<file path="src/rtl/matrix_scan_ctrl.sv">
// matrix_scan_ctrl: row-major pixel scan sequencer for the bolometer mux; SCAN_TIMEOUT_EN adds an ADC watchdog
module matrix_scan_ctrl #(
  parameter int Width = 5,
  parameter int Rows = 2,
  parameter int Cols = 2,
  parameter int SettleCycles = 3,
  parameter int TimeoutCycles = 255
) (
  input  logic             clk_i,
  input  logic             rst_i,
  input  logic             start_i,
  input  logic             adc_done_i,
  output logic             adc_start_o,
  output logic [Width-1:0] row_o,
  output logic [Width-1:0] col_o,
  output logic             row_en_o,
  output logic             col_en_o,
  output logic             pixel_valid_o,
  output logic             frame_done_o,
  output logic             busy_o,
  output logic             err_o
);
  typedef enum logic [2:0] {IDLE, SETTLE, CONV, WAIT, ADVANCE} state_e;
  localparam int SW = $clog2(SettleCycles + 1);
  localparam logic [SW-1:0] SETTLE_LAST = SW'(SettleCycles - 1);
  localparam logic [Width-1:0] ROW_LAST = Width'(Rows - 1);
  localparam logic [Width-1:0] COL_LAST = Width'(Cols - 1);
  state_e state_q, state_d;
  logic [SW-1:0] settle_q, settle_d;
  logic [Width-1:0] row_q, row_d, col_q, col_d;
  logic adc_start_q, adc_start_d, row_en_q, row_en_d, col_en_q, col_en_d;
  logic pixel_valid_q, pixel_valid_d, frame_done_q, frame_done_d, busy_q, busy_d;
  logic last_col, last_px, timeout, enter_adv;
`ifdef SCAN_TIMEOUT_EN
  localparam int TW = $clog2(TimeoutCycles + 1);
  localparam logic [TW-1:0] WD_LAST = TW'(TimeoutCycles - 1);
  logic [TW-1:0] wd_q, wd_d;
  logic err_q, err_d;
  assign timeout = state_q == WAIT && !adc_done_i && wd_q == WD_LAST;
  assign wd_d = state_q == WAIT ? wd_q + TW'(1) : '0;
  assign err_d = timeout;
  assign err_o = err_q;
  always_ff @(posedge clk_i) begin
    if (rst_i) begin
      wd_q <= '0;
      err_q <= 1'b0;
    end else begin
      wd_q <= wd_d;
      err_q <= err_d;
    end
  end
`else
  assign timeout = 1'b0;
  assign err_o = TimeoutCycles < 0;
`endif
  always_comb begin
    last_col = col_q == COL_LAST;
    last_px = last_col && row_q == ROW_LAST;
    state_d = state_q;
    row_d = row_q;
    col_d = col_q;
    settle_d = state_q == SETTLE ? settle_q + SW'(1) : '0;
    case (state_q)
      IDLE:    state_d = start_i ? SETTLE : IDLE;
      SETTLE:  state_d = settle_q == SETTLE_LAST ? CONV : SETTLE;
      CONV:    state_d = WAIT;
      WAIT:    state_d = adc_done_i || timeout ? ADVANCE : WAIT;
      ADVANCE: begin
        state_d = last_px ? IDLE : SETTLE;
        col_d = last_col ? '0 : col_q + Width'(1);
        row_d = last_px ? '0 : last_col ? row_q + Width'(1) : row_q;
      end
      default: state_d = IDLE;
    endcase
    enter_adv = state_q == WAIT && state_d == ADVANCE;
    adc_start_d = state_d == CONV;
    busy_d = state_d != IDLE;
    col_en_d = enter_adv;
    row_en_d = enter_adv && last_col;
    frame_done_d = enter_adv && last_px;
    pixel_valid_d = state_q == WAIT && adc_done_i;
  end
  always_ff @(posedge clk_i) begin
    if (rst_i) begin
      state_q <= IDLE;
      settle_q <= '0;
      row_q <= '0;
      col_q <= '0;
      adc_start_q <= 1'b0;
      row_en_q <= 1'b0;
      col_en_q <= 1'b0;
      pixel_valid_q <= 1'b0;
      frame_done_q <= 1'b0;
      busy_q <= 1'b0;
    end else begin
      state_q <= state_d;
      settle_q <= settle_d;
      row_q <= row_d;
      col_q <= col_d;
      adc_start_q <= adc_start_d;
      row_en_q <= row_en_d;
      col_en_q <= col_en_d;
      pixel_valid_q <= pixel_valid_d;
      frame_done_q <= frame_done_d;
      busy_q <= busy_d;
    end
  end
  assign adc_start_o = adc_start_q;
  assign row_o = row_q;
  assign col_o = col_q;
  assign row_en_o = row_en_q;
  assign col_en_o = col_en_q;
  assign pixel_valid_o = pixel_valid_q;
  assign frame_done_o = frame_done_q;
  assign busy_o = busy_q;
endmodule

</file>
<file path="config.mk">
export PLATFORM = sky130hd
export DESIGN_NAME = matrix_scan_ctrl
export DESIGN_NICKNAME = d
export VERILOG_FILES = /design/src/rtl/matrix_scan_ctrl.sv
export SDC_FILE = /design/constraint.sdc
export NUM_CORES = 1
export LEC_CHECK = 0
export BUFFER_PORTS_ARGS = -buffer_cell sky130_fd_sc_hd__buf_2
export CORE_MARGIN = 4
export CORE_UTILIZATION = 55
export DETAILED_ROUTE_END_ITERATION = 6
export GPL_ROUTABILITY_DRIVEN = 1
export PLACE_DENSITY = 0.84
export SLEW_MARGIN = 20
export SYNTH_ARGS = -nofsm -noshare
export SYNTH_HDL_FRONTEND = slang
export SYNTH_SLANG_ARGS = --single-unit
</file>
<file path="constraint.sdc">
create_clock -name clk_i -period 3.4 [get_ports clk_i]
set_input_delay 0.68 -clock clk_i [delete_from_list [all_inputs] [get_ports clk_i]]
set_output_delay 0.68 -clock clk_i [all_outputs]
set_load 0.01 [all_outputs]
</file>
==> results.md <==
* Slew Limit Fails at 0
* WL final at 1.80 mm
* Wire per inst at 13.6 um
* HP Start: settle_q[0]
* Slew headroom at a little under two fifths
* Mapped Cells at 99
* Core ar. at 0.00156 sq mm
* Layout cells sized above 1 at 25.9%
* Fin cells at 132
* Post-Synth Simple-Gate Area at 24.4%
* Int Power at 0.309 mW
* Post-synth ARST share at 0%
* IO Pins at 21
* Post-CTS setup buffers at 0
* Syn. warnings at 0
* Multiplexer share of the synthesized area at 1.21%
* Main combinational cell family by area after synthesis: simple AND/OR/NAND/NOR gates
* Post-synthesis cell area at 930 sq um
* Initial antenna violation count at 0
* Switch Pwr at 0.0859 mW
* Drt drc at 0
* Synth Area in XOR/XNOR at 1.88%
* Mean Syn Cell Area at 9.39 sq um
* RSZ-0062 raised after global routing: false
* Tot GR Track Use at between 15 and 20%
* Worst-path clk slew at 110 ps
* Number of synthesized flops with an enable pin at 0
* Clock Tree Buf Depth at 2
* Post-CTS Resized at 0
* Yosys reg bits at 20
* Setup TNS at 0 ps
* Vias in the first global route at about 700
* Syn Nets at 108
* Least-Margin Pin Slew at slightly above 900 ps
* Max Clk Rate at roughly 520 MHz
* Sw frac at 21.8%
* Compound-gate portion of the synthesized area at 16.4%
* Max-Cap Viols at 0
* Area leader, netlist: dfxtp_1
* Inserted Diodes at 0
* # rows at 14
* TritonCTS clock tree: done
* Total grt overflow at 0
* Post-route ant nets at 0
* Via/cell ratio at 5.79
* Nets@finish at 126
* DR iter-0 viols at 24
* CP Class: reg2reg
* Logic pwr share at 3.5%
* Dpl cells at 128
* CTS Hold Bufs at 0
* Worst hold path class: reg2reg
* Max Clock Skew at 1.94 ps
* Drt pass-1 iters at 4
* Die area at 0.00241 sq mm
* CTS buffer count at 3
* Sequential fraction of the synthesis area at 43.1%
* GPL Wtd Cong at around 0.74
* Clock power frac at 35.5%
* Area growth from synthesis to layout at 13.2%
* Power Dens Cells at 375 mW/mm^2
* Root Buffer: clkbuf_4
* Starting density of the core at 59.6%
* Fin Hold WS at between 400 and 500 ps
* Status: complete, no violations
* Final worst path period need at slightly below 2000 ps
* Die W at 49.1 um
* Top-area cell type share of the netlist area at a little over two fifths
* Reg power frac at 61.0%
* Worst vdd rail ir drop at roughly 0.23 mV
* Crit path launch type: flip-flop
* Finish-stage setup viols at 0
* Die H at 49.1 um
* Worst setup EP type: flip-flop
* Crit-path max FO at 9
* Synth Flop Type: dfxtp_1
* Largest net degree at the start of global routing at 13
* Final worst-path cycle share at 57.0%
* First-pass GRT wire length at 3.09 mm
* Worst R2R Setup Slack at 1460 ps
* Synth Area in Adders at 6.73%
* Skew-Pair Late Insertion Delay at ~300 ps
* Synth top area cells: dfxtp_1 43%, ha_1 6.7%, a21oi_1 4.3%, nor2_1 3.2%, inv_1 2.8%
* Sink Count at 20
* Synth cell types at 39
* Worst path required time at around 3600 ps
* Via count at 764
* CP arrival at 2170 ps
* Worst reg2reg path startpoint: col_o[0]
* CTS H-Tree Depth at 1
* LEAKAGE at 0.446 nW
* Worst Setup SP: col_o[0]
* I/O Buffers at 19
* Hpwl dp at 1.30 mm
* Final Hold Fails at 0
[power by group through the flow]
stage / sequential, mW / clock, mW / combinational (mW)
floorplan: 0.244 / 0 / 0.0119
finish: 0.240 / 0.140 / 0.0138
global placement: 0.246 / 0 / 0.0136
CTS: 0.240 / 0.142 / 0.0139
detailed placement: 0.246 / 0 / 0.0137
global route: 0.241 / 0.148 / 0.0159
[synthesized netlist by cell type (2+ instances only)]
| cell type | count |
|---|---|
| clkbuf_1 | 3 |
| dfxtp_1 | 20 |
| ha_1 | 5 |
| or4_1 | 2 |
| nor2_1 | 8 |
| a21oi_1 | 8 |
| nor4b_1 | 2 |
| nor3_1 | 2 |
| xnor2_1 | 2 |
| nand3_1 | 2 |
| inv_1 | 7 |
| nand4_1 | 3 |
| nor4_1 | 2 |
| nor4bb_1 | 2 |
| buf_2 | 2 |
| o21ai_0 | 4 |
| a31o_2 | 3 |
[worst max-delay path, stage by stage, from the launching register on]
cell	delay, ps
dfxtp_1	430
ha_1	180
or4b_1	590
or4_1	510
a21oi_1	160
[state kept, by name (all words and copies together) (netlist names)]
name and count:
row_o 5, state_q 3, row_en_o 1, frame_done_o 1
settle_q 2, col_en_o 1, busy_o 1, col_o 5
adc_start_o 1
[kinds of logic after synthesis]
logic type      count (synthesis)
fa+ha+maj                       5
xor+xnor                        2
simple gates                   34
compound gates                 23
flops                          20
mux                             1
buf+inv                        13
other cells                     1
[cell type report]
class	instances	area [sq um]
clock buffer	4	36.3
fill	131	507
inverter	7	26.3
multi-input combinational	66	474
sequential	20	400
tap	16	20.0
timing repair buffer	19	95.1
[through the flow]
stage | total power [mW] | setup slack, ps | instance area, sq um | util, %
global route | 0.406 | 1300 | 1050 | 67.5
CTS | 0.396 | 1480 | 1050 | 67.5
detailed placement | 0.259 | 1520 | 1020 | 65.2
global placement | 0.259 | 1550 | 1020 | 65.2
floorplan | 0.256 | 1570 | 930 | -
finish | 0.394 | 1460 | 1050 | 67.5
[cell usage in the layout, fill, tap and decap left out, types with 2 or more instances in the layout]
| master | count |
|---|---|
| or4_1 | 2 |
| nor4bb_1 | 2 |
| nor3_1 | 2 |
| nor2_1 | 8 |
| dfxtp_1 | 20 |
| inv_1 | 7 |
| o21ai_0 | 4 |
| nor4b_1 | 2 |
| a31o_2 | 3 |
| buf_2 | 19 |
| a21oi_1 | 8 |
| nand4_1 | 3 |
| xnor2_1 | 2 |
| clkbuf_4 | 3 |
| ha_1 | 5 |
| nor4_1 | 2 |
| nand3_1 | 2 |
[worst paths after layout]
check,end,depth (start not counted)
setup / recovery,row_o[1],4
hold / removal,settle_q[0],1
setup reg to reg,row_o[1],4
hold reg to reg,settle_q[0],1
[layer usage]
| layer | global-route usage [%] | wire (um) | vias up |
|---|---|---|---|
| met5 | 0 | 0 | - |
| met2 | 25.2 | 864 | 20 |
| li1 | - | - | 398 |
| met1 | 21.4 | 840 | 342 |
| met4 | 7.11 | 20 | 0 |
| met3 | 3.06 | 75 | 4 |
Power figures use the tool's default switching activity.
